$ cat src/rtl/capture_core.sv
// capture_core: input-capture block. Counts prescaled clock ticks between a
// selected start edge and the matching end edge on an asynchronous input.
// Pulse-width mode ends on the opposite edge, period mode on the same edge.
// Optional feature macro: CAPTURE_TIMEOUT_EN adds timeout_init / timed_out and
// a tick counter that abandons a measurement that takes too long.
//
// Handshake: arm and abort are single-cycle strobes sampled on the rising
// clock edge. arm is accepted only in IDLE when abort is low. abort wins
// over arm and over any edge detected in the same cycle. capture_valid is a
// level that stays high until the next accepted arm.
module capture_core #(
  parameter int CTR_WIDTH   = 32,
  parameter int SYNC_STAGES = 2
) (
  input  logic                 clk,
  input  logic                 reset,
  input  logic [31:0]          prescaler_init,
  input  logic                 edge_sel,
  input  logic                 mode,
  input  logic                 sig_in,
  input  logic                 arm,
  input  logic                 abort,
`ifdef CAPTURE_TIMEOUT_EN
  input  logic [31:0]          timeout_init,
  output logic                 timed_out,
`endif
  output logic [CTR_WIDTH-1:0] capture,
  output logic                 capture_valid,
  output logic                 overflow,
  output logic                 busy,
  output logic [1:0]           dbg_state
);

  typedef enum logic [1:0] {
    IDLE       = 2'd0,
    WAIT_START = 2'd1,
    MEASURE    = 2'd2
  } state_t;

  state_t                 state_q, state_d;
  logic [SYNC_STAGES-1:0] sync_q, sync_d;
  logic                   hist_q, hist_d;
  logic [31:0]            pinit_q, pinit_d;
  logic                   edge_sel_q, edge_sel_d;
  logic                   mode_q, mode_d;
  logic [31:0]            presc_q, presc_d;
  logic [CTR_WIDTH-1:0]   count_q, count_d;
  logic [CTR_WIDTH-1:0]   capture_q, capture_d;
  logic                   valid_q, valid_d;
  logic                   ovf_q, ovf_d;
`ifdef CAPTURE_TIMEOUT_EN
  logic [31:0]            to_init_q, to_init_d;
  logic [31:0]            to_cnt_q, to_cnt_d;
  logic                   timed_out_q, timed_out_d;
`endif

  logic                   sig_s;
  logic                   rise, fall;
  logic                   start_edge, end_edge;
  logic                   tick;
  logic                   count_full;
  logic [CTR_WIDTH-1:0]   count_next;
  logic                   timeout_hit;

  // Synchronizer shift chain plus one history flop; both edge polarities see
  // the same SYNC_STAGES+1 cycle latency so the interval is not skewed.
  always_comb begin
    sync_d = {sync_q[SYNC_STAGES-2:0], sig_in};
    hist_d = sig_s;
  end

  assign sig_s      = sync_q[SYNC_STAGES-1];
  assign rise       = sig_s & ~hist_q;
  assign fall       = ~sig_s & hist_q;
  assign start_edge = edge_sel_q ? fall : rise;
  // End on falling when (start rising, width) or (start falling, period).
  assign end_edge   = (edge_sel_q ^ ~mode_q) ? fall : rise;

  assign tick       = (presc_q == pinit_q);
  assign count_full = (count_q == {CTR_WIDTH{1'b1}});
  assign count_next = (tick && !count_full) ? count_q + 1'b1 : count_q;

`ifdef CAPTURE_TIMEOUT_EN
  assign timeout_hit = (to_init_q != 32'd0) && tick && ((to_cnt_q + 32'd1) == to_init_q);
`else
  assign timeout_hit = 1'b0;
`endif

  // State register.
  always_ff @(posedge clk or posedge reset) begin
    if (reset) state_q <= IDLE;
    else       state_q <= state_d;
  end

  // Next-state logic; abort has priority, an end edge beats a timeout.
  always_comb begin
    state_d = state_q;
    unique case (state_q)
      IDLE:       if (arm && !abort) state_d = WAIT_START;
      WAIT_START: begin
        if (abort)            state_d = IDLE;
        else if (timeout_hit) state_d = IDLE;
        else if (start_edge)  state_d = MEASURE;
      end
      MEASURE:    begin
        if (abort)                        state_d = IDLE;
        else if (end_edge || timeout_hit) state_d = IDLE;
      end
      default:    state_d = IDLE;
    endcase
  end

  // Datapath and output next values for each state.
  always_comb begin
    pinit_d    = pinit_q;
    edge_sel_d = edge_sel_q;
    mode_d     = mode_q;
    presc_d    = presc_q;
    count_d    = count_q;
    capture_d  = capture_q;
    valid_d    = valid_q;
    ovf_d      = ovf_q;
`ifdef CAPTURE_TIMEOUT_EN
    to_init_d   = to_init_q;
    to_cnt_d    = to_cnt_q;
    timed_out_d = timed_out_q;
`endif
    unique case (state_q)
      IDLE: begin
        if (arm && !abort) begin
          pinit_d    = prescaler_init;
          edge_sel_d = edge_sel;
          mode_d     = mode;
          presc_d    = 32'd0;
          count_d    = '0;
          valid_d    = 1'b0;
          ovf_d      = 1'b0;
`ifdef CAPTURE_TIMEOUT_EN
          to_init_d   = timeout_init;
          to_cnt_d    = 32'd0;
          timed_out_d = 1'b0;
`endif
        end
      end
      WAIT_START: begin
        if (!abort) begin
          // Prescaler free-runs here only to pace the timeout counter.
          presc_d = tick ? 32'd0 : presc_q + 32'd1;
`ifdef CAPTURE_TIMEOUT_EN
          if (tick) to_cnt_d = to_cnt_q + 32'd1;
          if (timeout_hit) timed_out_d = 1'b1;
`endif
          if (start_edge && !timeout_hit) begin
            presc_d = 32'd0;
            count_d = '0;
          end
        end
      end
      MEASURE: begin
        if (!abort) begin
          presc_d = tick ? 32'd0 : presc_q + 32'd1;
          count_d = count_next;
          if (tick && count_full) ovf_d = 1'b1;
`ifdef CAPTURE_TIMEOUT_EN
          if (tick) to_cnt_d = to_cnt_q + 32'd1;
          if (timeout_hit && !end_edge) timed_out_d = 1'b1;
`endif
          if (end_edge) begin
            capture_d = count_next;
            valid_d   = 1'b1;
          end
        end
      end
      default: ;
    endcase
  end

  // Datapath registers.
  always_ff @(posedge clk or posedge reset) begin
    if (reset) begin
      sync_q     <= '0;
      hist_q     <= 1'b0;
      pinit_q    <= 32'd0;
      edge_sel_q <= 1'b0;
      mode_q     <= 1'b0;
      presc_q    <= 32'd0;
      count_q    <= '0;
      capture_q  <= '0;
      valid_q    <= 1'b0;
      ovf_q      <= 1'b0;
`ifdef CAPTURE_TIMEOUT_EN
      to_init_q   <= 32'd0;
      to_cnt_q    <= 32'd0;
      timed_out_q <= 1'b0;
`endif
    end else begin
      sync_q     <= sync_d;
      hist_q     <= hist_d;
      pinit_q    <= pinit_d;
      edge_sel_q <= edge_sel_d;
      mode_q     <= mode_d;
      presc_q    <= presc_d;
      count_q    <= count_d;
      capture_q  <= capture_d;
      valid_q    <= valid_d;
      ovf_q      <= ovf_d;
`ifdef CAPTURE_TIMEOUT_EN
      to_init_q   <= to_init_d;
      to_cnt_q    <= to_cnt_d;
      timed_out_q <= timed_out_d;
`endif
    end
  end

  assign capture       = capture_q;
  assign capture_valid = valid_q;
  assign overflow      = ovf_q;
  assign busy          = (state_q != IDLE);
  assign dbg_state     = state_q;
`ifdef CAPTURE_TIMEOUT_EN
  assign timed_out     = timed_out_q;
`endif

endmodule

$ cat config.mk
export PLATFORM = sky130hd
export DESIGN_NAME = capture_core
export DESIGN_NICKNAME = d
export VERILOG_FILES = /design/src/rtl/capture_core.sv
export SDC_FILE = /design/constraint.sdc
export NUM_CORES = 1
export LEC_CHECK = 0
export CORE_MARGIN = 1.5
export CORE_UTILIZATION = 25
export DETAILED_ROUTE_END_ITERATION = 7
export GPL_ROUTABILITY_DRIVEN = 1
export PLACE_DENSITY = 0.41
export SKIP_CTS_REPAIR_TIMING = 1
export SYNTH_ARGS = -nofsm -noshare
export SYNTH_HDL_FRONTEND = slang
export SYNTH_SLANG_ARGS = --single-unit
$ cat constraint.sdc
create_clock -name clk -period 5.3 [get_ports clk]
set_input_delay 0.795 -clock clk [delete_from_list [all_inputs] [get_ports clk]]
set_output_delay 0.795 -clock clk [all_outputs]
set_load 0.01 [all_outputs]
== After elaboration in Yosys (flattened, before gate mapping) ==
Cells that the tools add are included.

* Register bits: 137
* Output and inout bits: 37

* Add/sub/neg operators: 2
* Equality and inequality tests: 12
* Multiplexer cells: 26
* Bitwise operators: 7
* Reduce and logical (&&, ||, !) cells: 16

{| class="wikitable"
|+ Operators by type and width
! operator !! number
|-
| 32-bit 2-to-1 mux || 9
|-
| 32-bit case mux with 3 select lines || 2
|-
| 32-bit by 1-bit adder with 32-bit output, second input constant || 2
|-
| 32-bit == test || 1
|-
| 32-bit == test, second input constant || 1
|-
| 2-bit inequality test, second input constant || 6
|-
| 4-bit AND reduction || 3
|-
| 2-bit 2-to-1 mux || 5
|-
| 1-bit 2-to-1 mux || 7
|-
| 3-bit inequality test, second input constant || 2
|-
| 2-bit case mux with 3 select lines || 1
|-
| 3-bit AND reduction || 2
|-
| 5-bit AND reduction || 1
|-
| 1-bit NOT || 4
|-
| 1-bit case mux with 2 select lines || 2
|-
| 2-bit nonzero test || 2
|-
| 1-bit logical AND || 3
|-
| 3-bit nonzero test || 1
|-
| 1-bit AND || 2
|-
| 2-bit by 1-bit == test with 1-bit output, second input constant || 1
|-
| 2-bit == test, second input constant || 1
|-
| 1-bit logical NOT || 2
|-
| 2-bit logical NOT || 1
|-
| 2-bit AND reduction || 1
|-
| 1-bit XOR || 1
|}

== Longest topological paths before layout ==
Gate-level depths: netlist (run 1).

* Depth in word-level cells: 6
* Gate-level depth with buffers: 10
* Mapped depth without buffers: 8

== Worst setup path before layout (run 1) ==
OpenSTA, ideal clock, no wires.

* Path kind: register to register
* From: register state_q[0] (netlist: dbg_state[0])
* To: register count_q[4]
* Library setup time: 0.069 ns
* Data arrival time: 2.270 ns
* Data required time: 5.231 ns
* Path slack: 2.961 ns
* Stages on the path, launching flop included: 10
* Path buffers: 1
* Clock period less this slack: 2.339 ns
* Path through: dfrtp_1 inv_1 ha_1 o21a_1 o21ai_0 and3_1 clkbuf_1 nand2_1 or4_1 nand3_1

* Longest elaborated chain between the ends: 3
* Elaborated cells between the ends (all ways): 10
* Classes of those cells: eq/ne: 6; mux: 1; reduce/logical: 3

{| class="wikitable"
|+ Ends and longest elaborated chain
! item !! RTL line !! RTL
|-
| start, declared || 40 || <nowiki>state_t state_q, state_d;</nowiki>
|-
| start signal, assigned || 92 || <nowiki>else state_q <= state_d;</nowiki>
|-
| 2-bit by 1-bit == test with 1-bit output (tied with other cells) || 128 || <nowiki>unique case (state_q)</nowiki>
|-
| 2-bit inequality test (no line) / 3-bit nonzero test (equally long branches) || - ||
|-
| 5-bit AND reduction (no line) || - ||
|-
| end signal, assigned || 203 || <nowiki>count_q <= count_d;</nowiki>
|-
| end, declared || 47 || <nowiki>logic [CTR_WIDTH-1:0] count_q, count_d;</nowiki>
|}

Several ways; a longest one is shown, not always the timed one.
A chain may end at the register's enable or synchronous reset.

== Worst setup path in the final report (run 1) ==
* From: register presc_q[17]
* To: register count_q[8]

* Longest elaborated chain between the ends: 5

{| class="wikitable"
|+ Ends and longest elaborated chain
! item !! RTL line !! RTL
|-
| start, declared || 46 || <nowiki>logic [31:0] presc_q, presc_d;</nowiki>
|-
| start signal, assigned || 202 || <nowiki>presc_q <= presc_d;</nowiki>
|-
| 32-bit == test || 79 || <nowiki>assign tick = (presc_q == pinit_q);</nowiki>
|-
| 1-bit logical AND || 81 || <nowiki>assign count_next = (tick && !count_full) ? count_q + 1'b1 : count_q;</nowiki>
|-
| 32-bit 2-to-1 mux || 81 ||
|-
| 32-bit 2-to-1 mux || 160 || <nowiki>if (!abort) begin</nowiki>
|-
| 32-bit case mux with 3 select lines || 128 ||
|}

Every way passes these cells. The select of a mux whose other input is x is not followed.

==> reports/metrics.yaml, run 1 <==
status:
  status: "completed"
place:
  dp.cells: 1184
  port_buffers: 75
  dp_hpwl_um: 13400
  gp_congestion: 0.741
power:
  combinationalPowerShare_pct: 24.2
  ir_drop_uv: 169
  power.total_uw: 3410
  leakage_uw: 0.00364
  swShare_pct: 34.7
  p_clk_share_pct: 35.9
  intPower_uw: 2230
  p_per_area_nw_per_um2: 377
  p_switching_uw: 1190
  seqPwrFrac_pct: 39.9
setup_path:
  path_max_fanout: 29
  cp_data_required_time_ps: 5660
  cp_data_arrival_time_ps: 3560
  slowest_delay_ps: 770
  endpoint_kind: "register"
  cp_slowest_cell: "or3_1"
  cp_cell_sequence: "xor2_1 > nor4_1 > nand4_1 > buf_4 > or3_1 > or4_1 > nand3_1"
  reg2reg_to: "count_q[8]$_DFFE_PP0P_"
  start_kind: "register"
  reg2reg_slack_ps: 2110
  r2r-start: "presc_q[17]$_DFFE_PP0P_"
  criticalPathCategory: "register to register"
  r2r_cells: 7
cts:
  tritoncts: "yes"
  cts.sinks: 137
  clk_path_buf_depth: 2
  numCtsBuffers: 17
  h-tree-depth: 4
  cts-root-buf: "clkbuf_16"
  insertion_delay_ps: 440
  clk_pin_slew_ps: 70
grt:
  antenna_found_initial: 0
  grt_pass1_vias: 5676
  grt.overflow.total: 0
  grt_pass1_wl_um: 32700
  grt.total_usage_pct: 13.7
  grt_max_degree: 60
synthesis:
  synth-seq-cells: 137
  yosys.area.top_type: "dfrtp_1"
  synth_top_area_share_pct: 46.7
  synth_warnings: 0
  synth-main-ff-cell: "dfrtp_1"
  synth.area.top_cells: "dfrtp_1 (47%), xor2_1 (6.4%), mux2_2 (5.2%)"
  synth_edf_count: 0
  async_reset_ff_share_pct: 100
  synth.most_common_cell: "dfrtp_1"
  synth_commonest_cells: "dfrtp_1 (137), nand2_1 (86), nor2_1 (58)"
  avgSynthCellArea_um2: 9.66
  seq_area_frac_synth_pct: 46.7
  synth_area_um2: 7330
  synth_cell_type_count: 62
  syn_nets: 805
  synthCells: 759
sta:
  finalSetupViolCount: 0
  drv_slew: 0
  hold_viol: 0
  fin_skew_ps: 17.8
  fin_crit_ps: 3190
  fin_tns_setup_ps: 0
  fmax_ghz: 0.313
  finalCritPeriodShare_pct: 60.2
  tightest_slew_ps: 1090
  rsz0062_at_grt: "false"
  maxSlewHeadroom_pct: 26.7
die:
  start_util_pct: 25.5
  fp.dieArea_um2: 30400
  num_rows: 62
  io_pins: 76
  die_w_um: 174
  die_h_um: 174
  coreArea_um2: 28800
detailed_routing:
  drt-initial-drc-count: 283
  ant_nets: 0
  route.detailed.drc: 0
  wirelength_um: 20000
  vias: 5795
  wire_per_inst_um: 16.4
  via_per_inst: 4.77
  firstDrtPassIters: 4
cells_and_area:
  nets: 865
  final.fill_count: 3021
  diodes: 0
  drive_above_1_share_pct: 10.9
  post-route-util_pct: 31.5
  stdcell_count: 1216
  syn2layout_area_growth_pct: 23.6
min_path:
  min_path_cells: 0
  min-delay-start: "sync_q[0]$_DFF_PP0_"
  min_path_type: "register to register"
  min_to: "sync_q[1]$_DFF_PP0_"
run:
  maxCapViolCount: 0
[layer usage]
metal  GRT usage (%)  part of all wire [%]  vias up
met5               0                     0        -
met4            3.70                  0.97        0
met2            20.7                    44      118
li1                -                     -     2852
met1            19.6                    51     2811
met3            3.11                   3.6       14
[worst max-delay path: cells and delay by family (launching register included)]
kind / cells / cell delay [ps]
and+or+nand+nor: 5 / 2170
DFF: 1 / 460
buffers and inverters: 1 / 290
xor gates and xnor gates: 1 / 180
[power by group through the flow]
| stage | Sequential (uW) | Clock (uW) | Combinational, uW |
|---|---|---|---|
| after floorplan | 1360 | 0 | 529 |
| after global placement | 1380 | 0 | 846 |
| after detailed placement | 1390 | 0 | 840 |
| after CTS | 1370 | 1270 | 847 |
| after global routing | 1390 | 1320 | 918 |
| final | 1360 | 1230 | 826 |
[cell families after synthesis]
family	synth area share [%]
flip-flops	46.7
AND/OR/NAND/NOR	24.0
buffers and inverters	3.28
adder cells (fa/ha/maj)	1.19
XOR/XNOR	9.32
AO/OA/AOI/OAI	9.16
multiplexers	6.31
[placed cells by master (no fill, tap or decap), types with 5 or more instances in the layout]
cell and count:
inv_6 5, nand3b_1 10, xor2_1 54, a21oi_1 10, nand4_1 22, dfrtp_1 137
ha_1 7, nor2_1 58, mux2i_1 8, nand3_1 46, nor3_1 15, mux2_2 34
o21ai_0 33, inv_8 6, or3_1 9, o211ai_1 11, nand2_1 86, and3_1 12
nor4_1 32, a31oi_1 9, and4_1 10, clkdlybuf4s50_1 75, clkbuf_16 17, inv_1 11
xnor2_1 24, buf_4 11, or4_1 8, nand2b_1 7
[worst max-delay path by stage]
stage	startpoint	endpoint	slack, ps	depth (start not counted)
finish	presc_q[17]$_DFFE_PP0P_	count_q[8]$_DFFE_PP0P_	2110	7
global route	dbg_state[0]$_DFFE_PP0P_	presc_q[4]$_DFFE_PP0P_	1800	8
detailed placement	abort	presc_q[28]$_DFFE_PP0P_	2040	7
CTS	presc_q[17]$_DFFE_PP0P_	count_q[8]$_DFFE_PP0P_	2120	7
floorplan	reset	capture[0]$_DFFE_PP0P_	840	1
global placement	abort	presc_q[28]$_DFFE_PP0P_	2090	7
[state kept, by name, summed over array words and instances, names as in the netlist]
name and cells:
pinit_q 32, dbg_state 2, count_q 32, edge_sel_q 1, hist_q 1, overflow 1
capture 32, sync_q 2, mode_q 1, capture_valid 1, presc_q 32
[layout make-up]
type,count,area [um2],share of cell area (%)
Inverter,13,53.8,0.593
Tap cell,384,480,5.30
Clock inverter,15,175,1.93
Clock buffer,17,425,4.69
Multi-Input combinational cell,564,3670,40.5
Sequential cell,137,3430,37.8
Timing Repair Buffer,86,833,9.19
[per-stage QoR]
step	hold WS, ps	worst slack, ps	cell area (um2)
after detailed placement	370	2040	8470
final	373	2110	9070
after global routing	396	1800	9070
after floorplan	331	837	7330
after CTS	385	2120	9070
after global placement	366	2090	8470
(Power assumes the default switching activity.)
==> inputs of run 2 (changes only) <==
==> constraint.sdc (replaced) <==
create_clock -name clk -period 2.95 [get_ports clk]
set_input_delay 0.4425 -clock clk [delete_from_list [all_inputs] [get_ports clk]]
set_output_delay 0.4425 -clock clk [all_outputs]
set_load 0.01 [all_outputs]
==> run 2 against run 1 <==
  * Power rose by 82%
  * Register-to-register slack got worse by 1900 ps
  * Clock-buffer cell count did not move
  * Largest power group unchanged
==> reports/metrics.yaml, run 2 (synthesis results as in run 1) <==
place:
  port_buffers: 75  # unchanged
  dp_hpwl_um: 13900  # +3.5%
  gp_congestion: 0.766  # +3.4%
run:
  maxCapViolCount: 0  # unchanged
cts:
  h-tree-depth: 4  # unchanged
  cts.sinks: 137  # unchanged
  insertion_delay_ps: 430  # about the same
  cts-root-buf: "clkbuf_16"
  clk_path_buf_depth: 2  # unchanged
  tritoncts: "yes"
  clk_pin_slew_ps: 70  # about the same
  numCtsBuffers: 17  # unchanged
setup_path:
  reg2reg_slack_ps: 180  # -1930 ps
  path_max_fanout: 28  # -3.4%
  r2r-start: "presc_q[7]$_DFFE_PP0P_"
  setup.worst_path.end: "capture[26]$_DFFE_PP0P_"
  start_kind: "register"
  endpoint_kind: "register"
  cp_data_required_time_ps: 3300  # -2360 ps
  r2r_cells: 7  # unchanged
  criticalPathCategory: "register to register"
  cp_data_arrival_time_ps: 3120  # -440 ps
  reg2reg_to: "capture[26]$_DFFE_PP0P_"
  startpoint: "presc_q[7]$_DFFE_PP0P_"
sta:
  hold_viol: 0  # unchanged
  finalSetupViolCount: 0  # unchanged
  tightest_slew_ps: 916  # -173 ps
  rsz0062_at_grt: "false"
  maxSlewHeadroom_pct: 39.0  # +12 points
  fin_crit_ps: 2770  # -424 ps
  fmax_ghz: 0.361  # +15%
  fin_skew_ps: 17.3  # -0.485 ps
  drv_slew: 0  # unchanged
  fin_tns_setup_ps: 0  # unchanged
  finalCritPeriodShare_pct: 93.8  # +34 points
min_path:
  min-delay-start: "sync_q[0]$_DFF_PP0_"
  min_path_type: "register to register"
die:
  die_w_um: 174  # unchanged
  io_pins: 76  # unchanged
  start_util_pct: 25.5  # unchanged
  fp.dieArea_um2: 30400  # unchanged
  num_rows: 62  # unchanged
  die_h_um: 174  # unchanged
  coreArea_um2: 28800  # unchanged
grt:
  grt.total_usage_pct: 13.7  # about the same
  grt_pass1_vias: 5644  # -0.56%
  grt_max_degree: 48  # -20%
  antenna_found_initial: 0  # unchanged
  grt_pass1_wl_um: 32700  # about the same
  grt.overflow.total: 0  # unchanged
detailed_routing:
  drt-initial-drc-count: 363  # +28%
  vias: 5917  # +2.1%
  ant_nets: 0  # unchanged
  firstDrtPassIters: 4  # unchanged
  wirelength_um: 20200  # +1.3%
  wire_per_inst_um: 16.2  # -1.2%
  via_per_inst: 4.74  # -0.43%
  route.detailed.drc: 0  # unchanged
cells_and_area:
  layout_commonest_cell: "dfrtp_1"
  post-route-util_pct: 32.6  # +1.1 points
  diodes: 0  # unchanged
  final.fill_count: 2997  # -0.79%
  syn2layout_area_growth_pct: 27.8
  nets: 896  # +3.6%
  layout_common_cells: "dfrtp_1 (137), nand2_1 (86), clkdlybuf4s50_1 (75), nor2_1 (58), xor2_1 (54)"
  drive_above_1_share_pct: 14.3  # +3.3 points
power:
  ir_drop_uv: 343  # +100%
  power.total_uw: 6220  # +82%
  combinationalPowerShare_pct: 26.3  # +2.1 points
  intPower_uw: 4080  # +83%
  p_switching_uw: 2130  # +80%
  p_clk_share_pct: 34.2  # -1.7 points
  leakage_uw: 0.00383  # +5.1%
  swShare_pct: 34.3  # -0.38 points
  seqPwrFrac_pct: 39.5  # -0.4 points
  p_per_area_nw_per_um2: 663  # +76%
status:
  status: "completed"
==> run 2: stage by stage <==
step | area [um2] | hold WS, ps | std cells | setup WS (ps)
6_report | 9370 | 361 | 1247 | 182
4_1_cts | 9370 | 366 | 1247 | 172
3_5_place_dp | 8800 | 345 | 1215 | 195
2_1_floorplan | 7340 | 331 | 759 | 611
5_1_grt | 9370 | 389 | 1247 | 47.0
3_3_place_gp | 8800 | 345 | 1215 | 125
==> run 2: layout make-up <==
type                            count  area (um2)  share of cell area (%)
Inverter                           13        52.6                   0.561
Tap cell                          384         480                    5.13
Sequential cell                   137        3430                    36.6
Timing Repair Buffer              117        1170                    12.4
Clock inverter                     15         143                    1.52
Multi-Input combinational cell    564        3680                    39.2
Clock buffer                       17         425                    4.54
==> run 2: how the worst min path moves through the flow <==
stage	endpoint	slack (ps)	cells after the start
after detailed placement	sync_q[1]$_DFF_PP0_	350	0
after global routing	sync_q[1]$_DFF_PP0_	390	0
final	sync_q[1]$_DFF_PP0_	360	0
after CTS	sync_q[1]$_DFF_PP0_	370	0
after global placement	sync_q[1]$_DFF_PP0_	350	0
after floorplan	sync_q[1]$_DFF_PP0_	330	0
==> run 2: power groups by stage <==
stage	registers (uW)	clock network, uW	logic, uW
6_report	2460	2130	1630
5_1_grt	2510	2270	1800
2_1_floorplan	2440	0	951
3_3_place_gp	2500	0	1660
4_1_cts	2470	2190	1670
3_5_place_dp	2500	0	1660
==> run 2: per-layer routing <==
metal	global-route usage [%]	share of wire (%)
met5	0	0
met4	3.20	0.96
met3	2.58	3.6
met2	20.3	44
met1	20.4	52
==> run 2: worst max-delay path, stage by stage, from the launching register on <==
cell	delay, ps
dfrtp_1	460
xor2_1	200
nor4_1	470
nand4_1	290
buf_12	250
or3_1	380
or4_1	460
a31oi_1	160
==> inputs of run 3 (changes only) <==
--- a/config.mk
+++ b/config.mk
@@ -5,11 +5,10 @@
 export SDC_FILE = /design/constraint.sdc
 export NUM_CORES = 1
 export LEC_CHECK = 0
-export CORE_MARGIN = 1.5
-export CORE_UTILIZATION = 25
+export CORE_UTILIZATION = 40
 export DETAILED_ROUTE_END_ITERATION = 7
 export GPL_ROUTABILITY_DRIVEN = 1
-export PLACE_DENSITY = 0.41
+export PLACE_DENSITY = 0.59
 export SKIP_CTS_REPAIR_TIMING = 1
 export SYNTH_ARGS = -nofsm -noshare
 export SYNTH_HDL_FRONTEND = slang
==> run 3 against run 2 <==
  * Routed wire length shrank 12%
  * Non-clock buffer count shrank 6
  * Clock skew is 9.3 ps lower
  * Combinational power fell by 6%
  * First-iteration DRC count is 20% higher
  * Sequential power is essentially flat
  * Largest cell class unchanged
  * Largest power group unchanged
==> reports/metrics.yaml, run 3 (synthesis results as in run 1) <==
sta:
  whs_ps: 355  # -6.24 ps
  maxSlewHeadroom_pct: 45.2  # +6.2 points
  hold_viol: 0  # unchanged
  fin_crit_ps: 2740  # -23.8 ps
  tightest_slew_ps: 822  # -93.4 ps
  drv_slew: 0  # unchanged
  fmax_ghz: 0.364  # +0.87%
  rsz0062_at_grt: "false"
  fin_skew_ps: 7.97  # -9.31 ps
  finalSetupViolCount: 0  # unchanged
  fin_tns_setup_ps: 0  # unchanged
  finalCritPeriodShare_pct: 93.0  # -0.81 points
power:
  p_switching_uw: 1960  # -8.1%
  seqPwrFrac_pct: 40.6  # +1.1 points
  leakage_uw: 0.00376  # -1.7%
  p_clk_share_pct: 34.0  # -0.2 points
  intPower_uw: 4100  # +0.37%
  swShare_pct: 32.4  # -2.0 points
  combinationalPowerShare_pct: 25.4  # -0.9 points
  ir_drop_uv: 412  # +20%
  power.total_uw: 6060  # -2.5%
  p_per_area_nw_per_um2: 668  # +0.71%
detailed_routing:
  via_per_inst: 5.50  # +16%
  firstDrtPassIters: 5  # +1
  route.detailed.drc: 0  # unchanged
  wire_per_inst_um: 16.4  # +0.75%
  vias: 5975  # +0.98%
  wirelength_um: 17800  # -12%
  drt-initial-drc-count: 437  # +20%
  ant_nets: 0  # unchanged
place:
  gp_congestion: 0.859  # +12%
  dp_hpwl_um: 12400  # -11%
  port_buffers: 75  # unchanged
  dp.cells: 1054  # -13%
setup_path:
  reg2reg_slack_ps: 210  # +20 ps
  endpoint_kind: "register"
  r2r-start: "presc_q[16]$_DFFE_PP0P_"
  startpoint: "presc_q[16]$_DFFE_PP0P_"
  setup.worst_path.end: "capture[26]$_DFFE_PP0P_"
  cp_data_arrival_time_ps: 3090  # -30 ps
  path_max_fanout: 28  # unchanged
  r2r_cells: 7  # unchanged
  start_kind: "register"
  criticalPathCategory: "register to register"
  reg2reg_to: "capture[26]$_DFFE_PP0P_"
  cp_data_required_time_ps: 3300  # about the same
grt:
  gr-usage-met1_pct: 27.2  # +6.8 points
  grt.total_usage_pct: 19.9  # +6.2 points
  grt_pass1_wl_um: 29000  # -11%
  gr-usage-met2_pct: 30.9  # +11 points
  grt_max_degree: 138  # +190%
  antenna_found_initial: 0  # unchanged
  grt_pass1_vias: 5687  # +0.76%
  grt.overflow.total: 0  # unchanged
  grtUsageMet3_pct: 4.67  # +2.1 points
  grt.busiest_layer: "met2"
cells_and_area:
  layout_common_cells: "dfrtp_1 (137), nand2_1 (86), clkdlybuf4s50_1 (75), nor2_1 (58), xor2_1 (54)"
  layout_commonest_cell: "dfrtp_1"
  post-route-util_pct: 50.5  # +18 points
  final.fill_count: 1610  # -46%
  nets: 890  # -0.67%
  drive_above_1_share_pct: 13.5  # -0.72 points
  final-seq-area_um2: 3430  # unchanged
  syn2layout_area_growth_pct: 23.7
  diodes: 0  # unchanged
  multi_input_area_um2: 3680  # unchanged
  stdcell_count: 1086  # -13%
cts:
  tritoncts: "yes"
  numCtsBuffers: 17  # unchanged
  cts.sinks: 137  # unchanged
  clk_pin_slew_ps: 60  # about the same
  insertion_delay_ps: 420  # about the same
  h-tree-depth: 4  # unchanged
  clk_path_buf_depth: 2  # unchanged
  cts-root-buf: "clkbuf_16"
status:
  status: "completed"
die:
  fp.dieArea_um2: 18900  # -38%
  coreArea_um2: 18000  # -38%
  die_w_um: 137  # -21%
  die_h_um: 137  # -21%
  num_rows: 49  # -21%
  io_pins: 76  # unchanged
  start_util_pct: 40.8  # +15 points
min_path:
  min_path_type: "register to register"
run:
  maxCapViolCount: 0  # unchanged
==> run 3: cell types whose count changed in the layout (fill, tap and decap cells not counted) <==
cell       change
buf_12         -5
buf_4          -1
bufinv_16      +1
clkbuf_1       +1
clkinv_4       +4
clkinv_8       -1
inv_6          -1
inv_8          -4
==> run 3: layout make-up <==
type / instances / area share, %
Sequential cell: 137 / 37.8
Inverter: 13 / 0.579
Clock inverter: 14 / 1.52
Multi-Input combinational cell: 564 / 40.5
Tap cell: 229 / 3.16
Timing Repair Buffer: 111 / 11.7
Clock buffer: 18 / 4.73
==> run 3: per-layer routing <==
layer  part of all wire (%)  up-vias
met1                     47     2897
li1                       -     2906
met5                      0        -
met3                    4.9       21
met4                    1.3        0
met2                     46      151
==> run 3: how the worst min path moves through the flow <==
stage	start	to	slack (ps)	depth (start not counted)
finish	sync_q[0]$_DFF_PP0_	sync_q[1]$_DFF_PP0_	350	0
global route	sync_q[0]$_DFF_PP0_	sync_q[1]$_DFF_PP0_	370	0
CTS	sync_q[0]$_DFF_PP0_	sync_q[1]$_DFF_PP0_	350	0
detailed placement	sync_q[0]$_DFF_PP0_	sync_q[1]$_DFF_PP0_	340	0
global placement	sync_q[0]$_DFF_PP0_	sync_q[1]$_DFF_PP0_	330	0
floorplan	sync_q[0]$_DFF_PP0_	sync_q[1]$_DFF_PP0_	330	0
==> run 3: power by group through the flow <==
stage,Clock (uW),Sequential (uW),Combinational [uW]
after floorplan,0,2440,951
after global placement,0,2490,1510
after detailed placement,0,2500,1540
after CTS,2110,2470,1550
after global routing,2180,2510,1690
final,2060,2460,1540
==> run 3: metrics by stage <==
stage	area (um2)	setup slack (ps)
2_1_floorplan	7340	611
3_3_place_gp	8500	187
3_5_place_dp	8500	146
4_1_cts	9060	119
5_1_grt	9070	102
6_report	9070	206
==> run 3: critical path, cell delays in order (launching register included) <==
cell	delay, ps
dfrtp_1	440
xor2_1	180
nor4_2	380
nand4_1	280
buf_4	320
or3_1	410
or4_1	470
a31oi_1	170
